[config.mk]
export PLATFORM = sky130hd
export DESIGN_NAME = multicycle_control
export DESIGN_NICKNAME = d
export VERILOG_FILES = /design/src/rtl/multicycle_control.sv
export SDC_FILE = /design/constraint.sdc
export NUM_CORES = 1
export LEC_CHECK = 0
export CORE_MARGIN = 2
export CORE_UTILIZATION = 44
export DETAILED_ROUTE_END_ITERATION = 6
export PLACE_DENSITY = 0.8
export SLEW_MARGIN = 5
export SYNTH_ARGS = -nofsm -noshare
export SYNTH_HDL_FRONTEND = slang
export SYNTH_SLANG_ARGS = --single-unit
[constraint.sdc]
create_clock -name clk -period 6.9 [get_ports clk]
set_input_delay 1.38 -clock clk [delete_from_list [all_inputs] [get_ports clk]]
set_output_delay 1.38 -clock clk [all_outputs]
set_load 0.1 [all_outputs]
[src/rtl/multicycle_control.sv]
// ---------------------------------------------------------------------------
// multicycle_control
//   Multi-cycle sequencer for the MIPS-subset core (R-type, ORI, LW, SW,
//   BEQ, J). One FSM walks each instruction through fetch / decode /
//   execute / memory / writeback and issues the datapath strobes for the
//   shared ALU, unified memory and IR/PC/ALUOut registers. It also counts
//   retired instructions and flags unknown opcodes.
//
// Ports
//   clk, reset       rising-edge clock, async active-high reset
//   op, funct        IR[31:26] / IR[5:0] (op valid from DECODE onward)
//   zero             ALU zero flag
//   mem_ready        memory completes the current access this cycle
//   mem_req/mem_we   memory request and its write qualifier
//   iord             memory address select (0 PC, 1 ALUOut)
//   ir_write         load IR
//   pc_write         unconditional PC load
//   pc_write_cond    PC load qualified by zero in the datapath
//   pc_source        00 ALU result, 01 ALUOut, 10 jump target
//   alu_src_a/b      ALU operand selects
//   alu_op           000 add, 001 sub, 010 or, 100 use funct
//   extop            1 sign-extend, 0 zero-extend
//   reg_write/reg_dst/mem_to_reg   register file write controls
//   illegal          sticky illegal-opcode flag
//   retired          retired-instruction count (wraps)
//   state            current state encoding, for debug
// ---------------------------------------------------------------------------
module multicycle_control #(
    parameter int CNT_W           = 32,
    parameter bit TRAP_ON_ILLEGAL = 1'b1
) (
    input  logic             clk,
    input  logic             reset,
    input  logic [5:0]       op,
    input  logic [5:0]       funct,
    input  logic             zero,
    input  logic             mem_ready,
    output logic             mem_req,
    output logic             mem_we,
    output logic             iord,
    output logic             ir_write,
    output logic             pc_write,
    output logic             pc_write_cond,
    output logic [1:0]       pc_source,
    output logic             alu_src_a,
    output logic [1:0]       alu_src_b,
    output logic [2:0]       alu_op,
    output logic             extop,
    output logic             reg_write,
    output logic             reg_dst,
    output logic             mem_to_reg,
    output logic             illegal,
    output logic [CNT_W-1:0] retired,
    output logic [3:0]       state
);

    typedef enum logic [3:0] {
        FETCH    = 4'd0,
        DECODE   = 4'd1,
        EXEC_R   = 4'd2,
        WB_R     = 4'd3,
        EXEC_I   = 4'd4,
        WB_I     = 4'd5,
        MEM_ADDR = 4'd6,
        MEM_RD   = 4'd7,
        MEM_WB   = 4'd8,
        MEM_WR   = 4'd9,
        BRANCH   = 4'd10,
        JUMP     = 4'd11,
        HALT     = 4'd12
    } state_t;

    localparam logic [5:0] OP_RTYPE = 6'b000000;
    localparam logic [5:0] OP_ORI   = 6'b001101;
    localparam logic [5:0] OP_LW    = 6'b100011;
    localparam logic [5:0] OP_SW    = 6'b101011;
    localparam logic [5:0] OP_BEQ   = 6'b000100;
    localparam logic [5:0] OP_J     = 6'b000010;

    localparam logic [2:0] ALU_ADD   = 3'b000;
    localparam logic [2:0] ALU_SUB   = 3'b001;
    localparam logic [2:0] ALU_OR    = 3'b010;
    localparam logic [2:0] ALU_FUNCT = 3'b100;

    // Full strobe bundle, built in one place and driven out as a unit.
    typedef struct packed {
        logic       mem_req;
        logic       mem_we;
        logic       iord;
        logic       ir_write;
        logic       pc_write;
        logic       pc_write_cond;
        logic [1:0] pc_source;
        logic       alu_src_a;
        logic [1:0] alu_src_b;
        logic [2:0] alu_op;
        logic       extop;
        logic       reg_write;
        logic       reg_dst;
        logic       mem_to_reg;
    } ctrl_t;

    state_t st_q, st_d;
    ctrl_t  c;
    logic   retire;
    logic   set_ill;

    // funct is decoded by the ALU control unit, not here.
    logic unused_funct;
    assign unused_funct = ^funct;

    // ------------------------------------------------------------------
    // State, counter and sticky flag
    // ------------------------------------------------------------------
    always_ff @(posedge clk or posedge reset) begin
        if (reset) begin
            st_q    <= FETCH;
            retired <= '0;
            illegal <= 1'b0;
        end else begin
            st_q <= st_d;
            if (retire)  retired <= retired + 1'b1;
            if (set_ill) illegal <= 1'b1;
        end
    end

    // ------------------------------------------------------------------
    // Next state and strobes
    // ------------------------------------------------------------------
    always_comb begin
        st_d     = FETCH;
        retire   = 1'b0;
        set_ill  = 1'b0;
        c        = '0;
        c.alu_op = ALU_ADD;
        c.extop  = 1'b1;

        case (st_q)
            FETCH: begin
                c.mem_req   = 1'b1;
                c.alu_src_b = 2'b01;
                // IR and PC+4 latch only on the cycle memory delivers.
                c.ir_write  = mem_ready;
                c.pc_write  = mem_ready;
                st_d        = mem_ready ? DECODE : FETCH;
            end
            DECODE: begin
                c.alu_src_b = 2'b11;   // branch target precompute
                case (op)
                    OP_RTYPE:      st_d = EXEC_R;
                    OP_ORI:        st_d = EXEC_I;
                    OP_LW, OP_SW:  st_d = MEM_ADDR;
                    OP_BEQ:        st_d = BRANCH;
                    OP_J:          st_d = JUMP;
                    default: begin
                        set_ill = 1'b1;
                        st_d    = TRAP_ON_ILLEGAL ? HALT : FETCH;
                    end
                endcase
            end
            EXEC_R: begin
                c.alu_src_a = 1'b1;
                c.alu_src_b = 2'b00;
                c.alu_op    = ALU_FUNCT;
                st_d        = WB_R;
            end
            WB_R: begin
                c.reg_write = 1'b1;
                c.reg_dst   = 1'b1;
                retire      = 1'b1;
                st_d        = FETCH;
            end
            EXEC_I: begin
                c.alu_src_a = 1'b1;
                c.alu_src_b = 2'b10;
                c.alu_op    = ALU_OR;
                c.extop     = 1'b0;    // ORI zero-extends its immediate
                st_d        = WB_I;
            end
            WB_I: begin
                c.reg_write = 1'b1;
                retire      = 1'b1;
                st_d        = FETCH;
            end
            MEM_ADDR: begin
                c.alu_src_a = 1'b1;
                c.alu_src_b = 2'b10;
                // op is stable here; anything but SW is the LW path.
                st_d        = (op == OP_SW) ? MEM_WR : MEM_RD;
            end
            MEM_RD: begin
                c.mem_req = 1'b1;
                c.iord    = 1'b1;
                st_d      = mem_ready ? MEM_WB : MEM_RD;
            end
            MEM_WB: begin
                c.reg_write  = 1'b1;
                c.mem_to_reg = 1'b1;
                retire       = 1'b1;
                st_d         = FETCH;
            end
            MEM_WR: begin
                c.mem_req = 1'b1;
                c.mem_we  = 1'b1;
                c.iord    = 1'b1;
                retire    = mem_ready;
                st_d      = mem_ready ? FETCH : MEM_WR;
            end
            BRANCH: begin
                // The zero qualification happens in the PC write enable.
                c.alu_src_a     = 1'b1;
                c.alu_src_b     = 2'b00;
                c.alu_op        = ALU_SUB;
                c.pc_write_cond = 1'b1;
                c.pc_source     = 2'b01;
                retire          = 1'b1;
                st_d            = FETCH;
            end
            JUMP: begin
                c.pc_write  = 1'b1;
                c.pc_source = 2'b10;
                retire      = 1'b1;
                st_d        = FETCH;
            end
            HALT: begin
                c    = '0;
                st_d = HALT;
            end
            default: begin
                // Unused encodings: quiet for one cycle, then recover.
                c    = '0;
                st_d = FETCH;
            end
        endcase

        // Strobes fall together with reset, not at the next clock, so an
        // interrupted memory write never sees a trailing cycle of mem_we.
        if (reset) c = '0;
    end

    assign mem_req       = c.mem_req;
    assign mem_we        = c.mem_we;
    assign iord          = c.iord;
    assign ir_write      = c.ir_write;
    assign pc_write      = c.pc_write;
    assign pc_write_cond = c.pc_write_cond;
    assign pc_source     = c.pc_source;
    assign alu_src_a     = c.alu_src_a;
    assign alu_src_b     = c.alu_src_b;
    assign alu_op        = c.alu_op;
    assign extop         = c.extop;
    assign reg_write     = c.reg_write;
    assign reg_dst       = c.reg_dst;
    assign mem_to_reg    = c.mem_to_reg;
    assign state         = st_q;

endmodule

==> impl_metrics.ini <==
[clock_tree]
cts_tree = built
cts_setup_buffers = 0
numCtsBuffers = 5
clkLatencyLatePin_ns = 0.28
cts_num_sinks = 37
clkTransAtPathRegs_ns = 0.07
cts-htree-levels = 2
postCtsHoldBufs = 0
cts.root.buffer_cell = clkbuf_8
cts_resized = 0
clock_path_buffers = 2

[routing]
first_iter_violations = 157
routed_wl_mm = 4.99
avgRoutedWirePerCell_um = 14.6
vias_per_cell = 5.56
first_pass_iters = 4
drc = 0
vias = 1895
ant_nets = 0

[global_routing]
grt_pass1_vias = 1699
overflow = 0
grt_pass1_wl_mm = 8.27
grt_max_degree = 27
antenna_found_initial = 0
grt_usage_pct = 19.5

[placed_design]
dp_hpwl_mm = 3.67
port_buffers = 63
place_congestion = 0.848
pre_cts_slack_ns = 1.95
dp_cells = 334

[setup_path]
crit_fanout = 6
path_cells = clkdlybuf4s50_1, a2111oi_1, clkdlybuf4s50_1
cp.arrival_ns = 3.54
cp_slowest_stage_delay_ns = 1.22
cp_slowest_cell = clkdlybuf4s50_1
required_ns = 5.52
cp-end-kind = output pin
path_class = in2out
cp-start-kind = input port
crit_top_cell = clkdlybuf4s50_1

[synth]
synth_nets = 241
yosys_warnings = 0
syn_area_per_cell_um2 = 9.55
synth-edff-count = 0
ys_ff_latch = 37
syn_area_um2 = 2140
seq_area_frac_synth_pct = 43.3
yosys_most_used_dff = dfrtp_1
synthArstFlopShare_pct = 100
netlist_instances = 224
synth_cell_types = 48

[cells_and_area]
num_antenna_cells = 0
multi_input_area_um2 = 1160
nets = 304
final_cell_mix = 50 x clkdlybuf4s50_1, 37 x dfrtp_1, 24 x nor2_1, 19 x xnor2_1, 18 x nand2_1
layout_commonest_cell = clkdlybuf4s50_1
final_util_pct = 61.4
ff_latch_area_um2 = 926
drive_gt1_share_pct = 12.5
final-instance-count-excl-fill = 341
synthToLayoutAreaGrowth_pct = 34.7
n_fill_cell = 421

[sta]
min_period_over_period_pct = 71.4
fin_tns_setup_ns = 0
fin_worst_skew_ns = 0.00530
finalWorstSetupSlack_ns = 1.98
fmax_mhz = 203
finalHoldViolCount = 0
slew_headroom_pct = 33.2
setup_viol = 0
final_max_slew_viol_count = 0
post-route-min-period_ns = 4.92
rsz0062_at_grt = no
worst_pin_slew_ns = 0.999

[die]
start_util_pct = 45.6
dieHeight_um = 73.7
fp.dieW_um = 73.7
boundaryPins = 71
num_rows = 25
core-area_um2 = 4690
fp.dieArea_um2 = 5440

[job]
max-cap-violations = 0

[pwr]
p_leak_nw = 1.26
ir_drop_mv = 0.390
power_density_nw_per_um2 = 368
p_total_mw = 1.06

[status]
outcome = completed

[hold_path]
hold_class = reg2reg
cell families after synthesis:
logic type | Yosys count | share of synthesized area (%)
and+or+nand+nor | 109 | 28.7
DFF | 37 | 43.3
xor gates and xnor gates | 33 | 13.5
AOI/OAI and AO/OA | 29 | 10.4
buffers and inverters | 14 | 3.04
muxes | 1 | 0.526
adders and majority gates | 1 | 0.585
cell type report:
cell class | instances | area share [%]
inverters | 6 | 0.782
flip-flops and latches | 37 | 32.1
clock buffers | 5 | 2.39
repair buffers | 64 | 21.0
multi-input cells | 173 | 40.1
well taps | 54 | 2.34
clock inverters | 2 | 1.22
worst max-delay path: cells and delay by family:
| kind | cells | cell delay, ns |
|---|---|---|
| buf+inv | 2 | 1.75 |
| compound gates | 1 | 0.41 |
worst paths after layout:
| kind | depth (start not counted) | end | start | slack [ns] |
|---|---|---|---|---|
| min in group asynchronous | 2 | retired[19] | reset | 1.75 |
| max reg2reg | 6 | retired[26] | retired[0] | 4.87 |
| max | 3 | alu_src_a | reset | 1.98 |
| min reg2reg | 1 | retired[31] | retired[31] | 0.47 |
| max in group asynchronous | 3 | retired[12] | reset | 4.40 |
| min | 1 | retired[31] | retired[31] | 0.47 |
synth_stat cells, drive strengths merged, types with 7 or more instances:
cell	n	share of area [%]
a21oi	9	3.2
and3	9	2.7
nand2	18	3.2
dfrtp	37	43
xor2	14	5.7
nor2	24	4.2
nand3	15	3.5
and4	7	2.9
nand4	9	3.3
xnor2	19	7.8
nor3	7	1.6
per-stage QoR:
| stage | hold WS (ns) | cell area, µm² |
|---|---|---|
| 2_1_floorplan | 1.05 | 2150 |
| 3_3_place_gp | 0.456 | 2780 |
| 3_5_place_dp | 0.463 | 2780 |
| 4_1_cts | 0.481 | 2880 |
| 5_1_grt | 0.494 | 2880 |
| 6_report | 0.474 | 2880 |
registers in the layout, summed over array words and instances (netlist names):
register	count
retired	32
state	4
illegal	1
report_power, final:
| part | internal (mW) | switching (mW) | leakage (nW) |
|---|---|---|---|
| clock network | 0.105 | 0.0750 | 0.0540 |
| logic | 0.140 | 0.431 | 0.710 |
| registers | 0.242 | 0.0677 | 0.493 |
| total | 0.487 | 0.574 | 1.26 |
per-layer routing:
layer	vias to the layer above	wire [µm]	share of wire [%]	GRT usage (%)
met3	2	231	4.6	4.25
li1	928	-	-	-
met2	46	2410	48	30.1
met5	-	0	0	0
met4	0	32	0.64	6.06
met1	919	2320	46	27.5
(Power assumes the default switching activity.)
